--- src/rtl/key_tracker.sv ---
// Stage-1 key/door progress tracker: keys must be collected in order, then the door
// clears the stage. All outputs are registered; tracking is live only in STAGE1.
module key_tracker #(
    parameter int unsigned COOLDOWN = 25_000_000,
    parameter logic [3:0]  STAGE1   = 4'd2
) (
    input  logic       clk,
    input  logic       rst_n,
    input  logic [3:0] state,
    input  logic [8:0] player_x,
    input  logic [8:0] player_y,
    input  logic       act,
    output logic [1:0] key_find,
    output logic       pick_pulse,
    output logic       stage_clear,
    output logic       busy
);

    localparam int CW = (COOLDOWN > 1) ? $clog2(COOLDOWN) : 1;
    localparam logic [CW-1:0] CNT_LOAD = CW'(COOLDOWN - 1);

    typedef enum logic [2:0] {
        S_IDLE,
        S_HUNT,
        S_COOL,
        S_DOOR,
        S_CLEAR
    } fsm_t;

    fsm_t          fsm, fsm_nxt;
    logic [CW-1:0] cnt, cnt_nxt;
    logic [1:0]    key_nxt;
    logic          pick_nxt, clear_nxt, busy_nxt;
    logic          in_key, in_door;

    // 20x20 hit box; subtracting only after the lower-bound test avoids wrap-around.
    function automatic logic in_box(input logic [8:0] x, input logic [8:0] y,
                                    input logic [8:0] x0, input logic [8:0] y0);
        return (x >= x0) && ((x - x0) < 9'd20) && (y >= y0) && ((y - y0) < 9'd20);
    endfunction

    always_comb begin
        in_key = 1'b0;
        case (key_find)
            2'd0:    in_key = in_box(player_x, player_y, 9'd65,  9'd35);
            2'd1:    in_key = in_box(player_x, player_y, 9'd235, 9'd35);
            default: in_key = in_box(player_x, player_y, 9'd235, 9'd205);
        endcase
        in_door = in_box(player_x, player_y, 9'd145, 9'd0);
    end

    // Leaving STAGE1 overrides everything, including a same-cycle act.
    always_comb begin
        fsm_nxt   = fsm;
        key_nxt   = key_find;
        cnt_nxt   = cnt;
        pick_nxt  = 1'b0;
        clear_nxt = 1'b0;
        if (state != STAGE1) begin
            fsm_nxt = S_IDLE;
            key_nxt = 2'd0;
            cnt_nxt = '0;
        end else begin
            case (fsm)
                S_IDLE: begin
                    fsm_nxt = S_HUNT;
                    key_nxt = 2'd0;
                    cnt_nxt = '0;
                end
                S_HUNT: begin
                    if (act && in_key) begin
                        key_nxt  = key_find + 2'd1;
                        pick_nxt = 1'b1;
                        cnt_nxt  = CNT_LOAD;
                        fsm_nxt  = S_COOL;
                    end
                end
                S_COOL: begin
                    if (cnt == '0)
                        fsm_nxt = (key_find == 2'd3) ? S_DOOR : S_HUNT;
                    else
                        cnt_nxt = cnt - 1'b1;
                end
                S_DOOR: begin
                    if (act && in_door) begin
                        clear_nxt = 1'b1;
                        fsm_nxt   = S_CLEAR;
                    end
                end
                S_CLEAR: ;
                default: begin
                    fsm_nxt = S_IDLE;
                    key_nxt = 2'd0;
                    cnt_nxt = '0;
                end
            endcase
        end
        busy_nxt = (fsm_nxt == S_COOL);
    end

    always_ff @(posedge clk or negedge rst_n) begin
        if (!rst_n) begin
            fsm         <= S_IDLE;
            cnt         <= '0;
            key_find    <= 2'd0;
            pick_pulse  <= 1'b0;
            stage_clear <= 1'b0;
            busy        <= 1'b0;
        end else begin
            fsm         <= fsm_nxt;
            cnt         <= cnt_nxt;
            key_find    <= key_nxt;
            pick_pulse  <= pick_nxt;
            stage_clear <= clear_nxt;
            busy        <= busy_nxt;
        end
    end

endmodule

--- config.mk ---
export PLATFORM = sky130hd
export DESIGN_NAME = key_tracker
export DESIGN_NICKNAME = d
export VERILOG_FILES = /design/src/rtl/key_tracker.sv
export SDC_FILE = /design/constraint.sdc
export NUM_CORES = 1
export LEC_CHECK = 0
export ABC_CLOCK_PERIOD_IN_PS = 3140
export BUFFER_PORTS_ARGS = -buffer_cell sky130_fd_sc_hd__buf_2
export CAP_MARGIN = 20
export CORE_MARGIN = 2
export CORE_UTILIZATION = 58
export DETAILED_ROUTE_END_ITERATION = 6
export GPL_TIMING_DRIVEN = 1
export PLACE_DENSITY = 0.8
export SETUP_SLACK_MARGIN = 0.02
export SYNTH_ARGS = -nofsm -noshare
export SYNTH_HDL_FRONTEND = slang
export SYNTH_SLANG_ARGS = --single-unit
--- constraint.sdc ---
create_clock -name clk -period 3.14 [get_ports clk]
set_clock_uncertainty 0.15 [all_clocks]
set_input_delay 0.157 -clock clk [delete_from_list [all_inputs] [get_ports clk]]
set_output_delay 0.157 -clock clk [all_outputs]
set_load 0.05 [all_outputs]
# Word-level counts from Yosys, hierarchy flattened
# Cells that the tools add are included.
# word_totals
register_bits,33
latchBits,0
ram_bits,0
romBits,0
in_bits,25
out_inout_bits,5
mem_count,0
# op_classes
add_sub_neg,7
n_mul,0
div_mod_pow,0
n_lt_le_gt_ge,12
n_eq_ne,12
shifts,0
n_mux,20
n_bitwise,0
reduce_logical,20
# op_table
op,n
$mux 25,3
$pmux 25 s3,1
$lt 9x5->1 const B,6
$ge 9x8->1 const B,3
$sub 9x8->9 const B,3
$logic_not 25->1,1
$sub 25x1->25 const B,1
$pmux 3 s5,1
$logic_and 1x1->1,13
$mux 3,4
$eq 3x2->1 const B,3
$ge 9x1->1 const B,1
$ge 9x6->1 const B,1
$ge 9x7->1 const B,1
$sub 9x6->9 const B,1
$sub 9x7->9 const B,1
$mux 1,6
$mux 2,3
$ne 3x3->1 const B,2
$ne 2x1->1 const B,2
$ne 4x2->1 const B,1
$pmux 2 s2,1
$eq 3x1->1 const B,1
$eq 3x3->1 const B,1
other kinds (10),10

# Depth between registers and ports, before layout
# Gate-level depths: netlist of the first run.
# depth
ltp_word,11
ltp_mapped,10
mapped_depth_nobuf,9

# Worst setup path after synthesis of the first run
# Ideal clock, no wire load.
# synth_timing
path_kind,register to register
from,reg key_find[0]
to,reg cnt[13]
setup_ns,0.122
t_arrival_ns,2.555
slack_ns,0.314
path_stages_with_launch,11
n_path_buf,1
period_less_slack_ns,2.826
path_cell_list,dfrtp_1 inv_1 ha_1 nor2_1 nand2_1 a2111oi_0 o221ai_1 a21boi_4 buf_6 nand2_1 a32o_1
# synth_via
elab_chain_len,5
elab_cells_between_ends,6
# synth_lines
item,line_no,rtl
"start, declared",13,"output logic [1:0] key_find,"
"start signal, assigned",112,key_find <= key_nxt;
$eq 2x1->1 / $logic_not 2->1 (equally long branches),44,case (key_find)
$pmux 1 s2 *,44,
$logic_and 1x1->1 *,71,if (act && in_key) begin
$ne 3x3->1 (no source line) *,--,
$reduce_and 3->1 (no source line) *,--,
"end signal, assigned",111,cnt <= cnt_nxt;
"end, declared",31,"logic [CW-1:0] cnt, cnt_nxt;"
# Mark *: on every way between the ends. The rest lies on a longest branch, timed or not.
# A chain may end at the register's enable or synchronous reset.

# Worst setup path in the final report of the first run
# layout_timing
from,reg cnt[0]
to,reg cnt[9]
# layout_via
elab_chain_len,4
elab_cells_between_ends,7
# layout_lines
item,line_no,rtl
$sub 25x1->25,82,cnt_nxt = cnt - 1'b1;
$mux 25,79,if (cnt == '0)
$pmux 25 s3,64,case (fsm)
$mux 25,59,if (state != STAGE1) begin
# Several ways; a longest one is shown, not always the timed one. The select of a mux whose other input is x is not followed.

==> qor.yml, run 1 <==
synthesis:
  synth-edff-count: 0
  syn_inst: 278
  yosysUniqueCellTypes: 66
  netlist.area_leader.share_pct: 34.5
  synth_seq_cells: 33
  syn_area_per_cell_um2: 8.60
  yosys.area.top_type: "dfrtp_1"
  synthTopCellsByArea: "dfrtp_1 35%, nand2_1 4.6%, o21ai_0 4.0%"
  yosys_warnings: 0
  syn_nets: 307
  seq_area_frac_synth_pct: 34.5
  syn_area_mm2: 0.00239
  async_flop_share_pct: 100
  synth_ff_type: "dfrtp_1"
critical_path:
  worstPathRequired_ps: 3220
  path_class: "flip-flop to flip-flop"
  critPathMaxFanout: 13
  startpoint_type: "flip-flop"
  arrival_ps: 3020
  end_kind: "flip-flop"
  r2r_slack_ps: 200
final_layout:
  layout_common_cells: "33 x dfrtp_1, 29 x nand2_1, 29 x buf_2"
  antennaDiodeCount: 0
  utilization_pct: 68.8
  n_fill_cell: 348
  area_growth_pct: 14.3
  nNetsFinal: 342
  layout-drive-gt1-share_pct: 19.7
  layout_commonest_cell: "dfrtp_1"
status:
  status: "completed"
pwr:
  leakagePower_nw: 1.33
  powerDensity_mw_per_mm2: 307
  cell_internal_pwr_w: 0.000612
  p_seq_share_pct: 51.0
  vdd_ir_drop_max_mv: 0.175
  switchingPower_w: 0.000228
  power_frac_comb_pct: 9.9
  clockPowerShare_pct: 39.1
  sw_frac_of_total_pct: 27.1
place:
  post-dp-hpwl_um: 4300
  io_buffers: 29
  routabilityCongestion: 0.927
drt:
  postRouteAntennaNets: 0
  dr.pass1.iters: 5
  drt-initial-drc-count: 252
  via_per_inst: 6.61
  vias: 2407
  routed_wl_um: 6300
  drc: 0
  routedWlPerCell_um: 17.3
floorplan:
  die_h_um: 68.2
  row_count: 23
  io_pins: 30
  initial_core_util_pct: 60.2
  core_area_mm2: 0.00397
  die-area_mm2: 0.00465
  fp.dieW_um: 68.2
sta:
  slew_headroom_pct: 48.5
  fmax_ghz: 0.340
  period_minus_slack_ps: 2940
  drv_slew: 0
  worstMarginPinSlew_ps: 772
  rsz0062_at_grt: "no"
  final-setup-viol-count: 0
  finalHoldViolCount: 0
  fin_tns_setup_ps: 0
  timing.final.crit_share_pct: 93.6
clock_network:
  clkSlewWorstSetupHoldPaths_ps: 80
  tritoncts: "built"
  root_buffer: "clkbuf_8"
  cts.sinks: 33
  cts_max_level: 2
  clockBufferDepth: 2
  clock_latency_ps: 290
  cts_made_buffers: 5
global_routing:
  antenna_found_initial: 0
  grt_pass1_wl_um: 10300
  grt.overflow.total: 0
  grt_max_degree: 34
  grtUsageTotal_pct: 29.6
  grt_pass1_vias: 2233
job:
  drv_cap: 0
min_path:
  hold_class: "input port to flip-flop"
[power groups by stage]
stage	clock network, W	registers, W	logic [W]
after floorplan	0	0.000435	0.0000400
after global placement	0	0.000436	0.0000774
after detailed placement	0	0.000436	0.0000790
after CTS	0.000332	0.000428	0.0000808
after global routing	0.000351	0.000428	0.0000925
final	0.000328	0.000428	0.0000834
[path summary, 6_finish.rpt]
| path | end | from | depth (start not counted) |
|---|---|---|---|
| max | cnt[9] | cnt[0] | 10 |
| min reg2reg | cnt[20] | cnt[20] | 1 |
| min in group asynchronous | key_find[0] | rst_n | 2 |
| max in group asynchronous | fsm[2] | rst_n | 2 |
| max reg2reg | cnt[9] | cnt[0] | 10 |
| min | cnt[18] | state[0] | 4 |
[sequential cells by signal, summed over array words and instances, names as in the netlist]
name,flops
key_find,2
stage_clear,1
cnt,25
pick_pulse,1
fsm,3
busy,1
[Yosys cell counts (all sizes together), types with 6 or more instances]
| cell | n |
|---|---|
| nor2b | 6 |
| nand3 | 8 |
| dfrtp | 33 |
| nor4 | 6 |
| nand2 | 29 |
| nor2 | 27 |
| a32o | 7 |
| o31ai | 6 |
| nand2b | 6 |
| nor3 | 18 |
| clkbuf | 6 |
| a21oi | 10 |
| o21ai | 19 |
| nand4 | 8 |
[metrics by stage]
| step | hold slack, ps | setup slack (ps) | total power (W) | std cells | area, µm² |
|---|---|---|---|---|---|
| 4_1_cts | 196 | 105 | 0.000840 | 362 | 2700 |
| 3_3_place_gp | 126 | 132 | 0.000513 | 352 | 2590 |
| 5_1_grt | 220 | 42.7 | 0.000871 | 364 | 2730 |
| 3_5_place_dp | 132 | -11.9 | 0.000515 | 352 | 2590 |
| 2_1_floorplan | -289 | 314 | 0.000475 | 278 | 2390 |
| 6_report | 204 | 200 | 0.000839 | 364 | 2730 |
[repair_timing]
item | in CTS | in global routing
gates cloned | 1 | 0
hold buffers | 1 | 0
pin swaps | 1 | 1
endpoints found under the setup margin | 10 | 21
setup buffers | 0 | 2
endpoints found under the hold margin | 33 | 0
resized for setup | 0 | 2
[critical path, cell delays in order (launching register included)]
cell and delay (ps):
dfrtp_1 420, inv_1 120, ha_1 210, nor3b_1 290
nand4_1 290, nand4b_2 380, o2bb2ai_1 240, a21boi_4 180
buf_12 180, nor2_2 210, a22o_2 200
[cell type report]
| cell class | instances | area (µm²) | area share [%] |
|---|---|---|---|
| multi-input cells | 230 | 1510 | 55.3 |
| well taps | 50 | 62.6 | 2.29 |
| clock inverters | 3 | 17.5 | 0.641 |
| inverters | 5 | 18.8 | 0.687 |
| repair buffers | 38 | 228 | 8.33 |
| flip-flops and latches | 33 | 826 | 30.2 |
| clock buffers | 5 | 68.8 | 2.52 |
[routing by layer]
metal | wire (µm) | global-route usage, % | vias up
met5 | 0 | 0 | -
met1 | 2810 | 39.9 | 1129
met3 | 498 | 4.28 | 13
met2 | 2900 | 48.2 | 110
met4 | 99 | 11.0 | 0
li1 | - | - | 1155
[cells by family (layout without fill, tap and decap cells)]
family / after synthesis / count (layout) / synth area share, %
adder cells (fa/ha/maj): 4 / 4 / 2.09
AO/OA/AOI/OAI: 87 / 88 / 27.2
multiplexers: 2 / 2 / 0.837
flip-flops: 33 / 33 / 34.5
AND/OR/NAND/NOR: 134 / 134 / 31.3
XOR/XNOR: 2 / 2 / 0.733
buffers and inverters: 16 / 51 / 3.35
Power figures use the tool's default switching activity.
==> run 2, diff against run 1 <==
--- a/config.mk
+++ b/config.mk
@@ -5,7 +5,7 @@
 export SDC_FILE = /design/constraint.sdc
 export NUM_CORES = 1
 export LEC_CHECK = 0
-export ABC_CLOCK_PERIOD_IN_PS = 3140
+export ABC_CLOCK_PERIOD_IN_PS = 3200
 export BUFFER_PORTS_ARGS = -buffer_cell sky130_fd_sc_hd__buf_2
 export CAP_MARGIN = 20
 export CORE_MARGIN = 2
==> constraint.sdc (replaced) <==
create_clock -name clk -period 3.2 [get_ports clk]
set_clock_uncertainty 0.15 [all_clocks]
set_input_delay 0.16 -clock clk [delete_from_list [all_inputs] [get_ports clk]]
set_output_delay 0.16 -clock clk [all_outputs]
set_load 0.05 [all_outputs]
==> qor.yml, run 2 (synthesized netlist as in run 1, its figures left out) <==
status:
  status: "completed"
critical_path:
  critPathMaxFanout: 11  # -2
  end_kind: "flip-flop"
  worstPathCellList: "inv_1 -> ha_1 -> nor3b_1 -> nand4_1 -> nand4b_2 -> o2bb2ai_1 -> a21boi_4 -> buf_12 -> buf_12 -> a21boi_0 -> o21a_1"
  cp.buffers_inverters: 3  # +1
  critPathSlowestCell: "dfrtp_1"
  crit_family: "simple AND/OR/NAND/NOR gates"
  r2r-start: "cnt[0]"
  startpoint_type: "flip-flop"
  r2r_cells: 11  # +1
  r2r_slack_ps: 220  # +20 ps
  reg2reg_to: "cnt[18]"
  arrival_ps: 3020  # about the same
  worstPathRequired_ps: 3240  # +20 ps
  crit_top_cell: "buf_12"
  path_class: "flip-flop to flip-flop"
  slowest_delay_ps: 410  # about the same
drt:
  routedWlPerCell_um: 17.9  # +3.7%
  via_per_inst: 6.78  # +2.5%
  drc: 0  # unchanged
  dr.pass1.iters: 5  # unchanged
  drt-initial-drc-count: 257  # +2.0%
  routed_wl_um: 6590  # +4.5%
  vias: 2487  # +3.3%
  postRouteAntennaNets: 0  # unchanged
sta:
  finalHoldViolCount: 0  # unchanged
  slew_headroom_pct: 47.1  # -1.4 points
  final-setup-viol-count: 0  # unchanged
  rsz0062_at_grt: "no"
  worstMarginPinSlew_ps: 794  # +21.7 ps
  fin_tns_setup_ps: 0  # unchanged
  drv_slew: 0  # unchanged
  period_minus_slack_ps: 2980  # +37.2 ps
  timing.final.crit_share_pct: 93.0  # -0.59 points
  fmax_ghz: 0.336  # -1.2%
place:
  io_buffers: 29  # unchanged
  dpl-instance-area_mm2: 0.00259  # unchanged
  post-dp-hpwl_um: 4330  # +0.67%
  routabilityCongestion: 0.912  # -1.6%
job:
  drv_cap: 0  # unchanged
clock_network:
  cts_made_buffers: 5  # unchanged
  clkSlewWorstSetupHoldPaths_ps: 80  # about the same
  root_buffer: "clkbuf_8"
  clock_latency_ps: 300  # about the same
  clockBufferDepth: 2  # unchanged
  cts_max_level: 2  # unchanged
  cts.sinks: 33  # unchanged
  tritoncts: "built"
final_layout:
  seq_area_um2: 826  # unchanged
  largest_register_ffs: 25  # unchanged
  antennaDiodeCount: 0  # unchanged
  nNetsFinal: 345  # +0.88%
  layout-drive-gt1-share_pct: 20.5  # +0.76 points
  utilization_pct: 69.7  # +0.88 points
  reg_top3: "cnt (25), fsm (3), key_find (2)"
  area_growth_pct: 15.8
  final_area_mm2: 0.00277  # +1.3%
  layout_commonest_cell: "dfrtp_1"
  layout_common_cells: "33 x dfrtp_1, 29 x nand2_1, 29 x buf_2"
  largest_register: "cnt"
  n_fill_cell: 324  # -6.9%
  multi_input_area_mm2: 0.00151  # unchanged
min_path:
  worstHoldEndpoint: "stage_clear"
  min_path_cells: 5  # +1
  hold_class: "input port to flip-flop"
  hold_start: "player_y[5]"
pwr:
  powerDensity_mw_per_mm2: 301  # -1.9%
  vdd_ir_drop_max_mv: 0.290  # +65%
  leakagePower_nw: 1.35  # +1.7%
  p_total_w: 0.000834  # -0.66%
floorplan:
  initial_core_util_pct: 60.2  # unchanged
  fp.dieW_um: 68.2  # unchanged
  row_count: 23  # unchanged
  core_area_mm2: 0.00397  # unchanged
  die-area_mm2: 0.00465  # unchanged
  die_h_um: 68.2  # unchanged
  io_pins: 30  # unchanged
global_routing:
  antenna_found_initial: 0  # unchanged
  grt_pass1_wl_um: 9900  # -3.9%
  grt_pass1_vias: 2122  # -5.0%
  grtUsageTotal_pct: 28.5  # -1.1 points
  grt.overflow.total: 0  # unchanged
  grt_max_degree: 34  # unchanged
## run 2: cell types whose count changed in the layout (fill, tap and decap cells not counted)
| cell | previous run | this run |
|---|---|---|
| buf_4 | 7 | 9 |
| buf_12 | 1 | 2 |
## run 2: timing repair
action / in CTS / in global routing
resized for setup: 0 / 2
endpoints found under the hold margin: 33 / 0
endpoints found under the setup margin: 0 / 21
hold buffers: 1 / 0
setup buffers: 0 / 5
## run 2: metal layers
| layer | GRT usage (%) | vias to the layer above | routed length [µm] |
|---|---|---|---|
| li1 | - | 1150 | - |
| met1 | 39.0 | 1176 | 2920 |
| met2 | 45.0 | 138 | 3000 |
| met3 | 3.95 | 23 | 510 |
| met4 | 12.0 | 0 | 157 |
| met5 | 0 | - | 0 |
## run 2: worst max-delay path by stage
stage / start / end / cells past startpoint
final: cnt[0] / cnt[18] / 11
after global routing: cnt[0] / cnt[18] / 11
after CTS: key_find[0] / cnt[8] / 9
after detailed placement: key_find[0] / cnt[19] / 9
after global placement: key_find[0] / cnt[8] / 9
after floorplan: key_find[0] / cnt[13] / 10
## run 2: area by class of cell
class | instances | area share, %
Clock inverter | 3 | 0.633
Inverter | 5 | 0.678
Tap cell | 50 | 2.26
Clock buffer | 5 | 2.49
Timing Repair Buffer | 41 | 9.49
Multi-Input combinational cell | 230 | 54.6
Sequential cell | 33 | 29.8
## run 2: power by group
part | total (W) | internal (W) | leakage [nW] | switching (W)
clock network | 0.000329 | 0.000150 | 0.0439 | 0.000179
logic | 0.0000853 | 0.0000336 | 0.845 | 0.0000517
registers | 0.000419 | 0.000418 | 0.461 | 0.00000180
## run 2: stage by stage
step                      hold slack (ps)  setup WS, ps  std cells
after floorplan                      -286           374        278
after global placement                129           188        352
after detailed placement              128          60.4        352
after CTS                             197          54.6        361
after global routing                  227          33.6        367
final                                 202           223        367
## run 2: worst min-delay path: stages
cell	delay [ps]
buf_2	110
nor3_1	50
o2111a_1	150
nand2_1	90
nor2_1	50
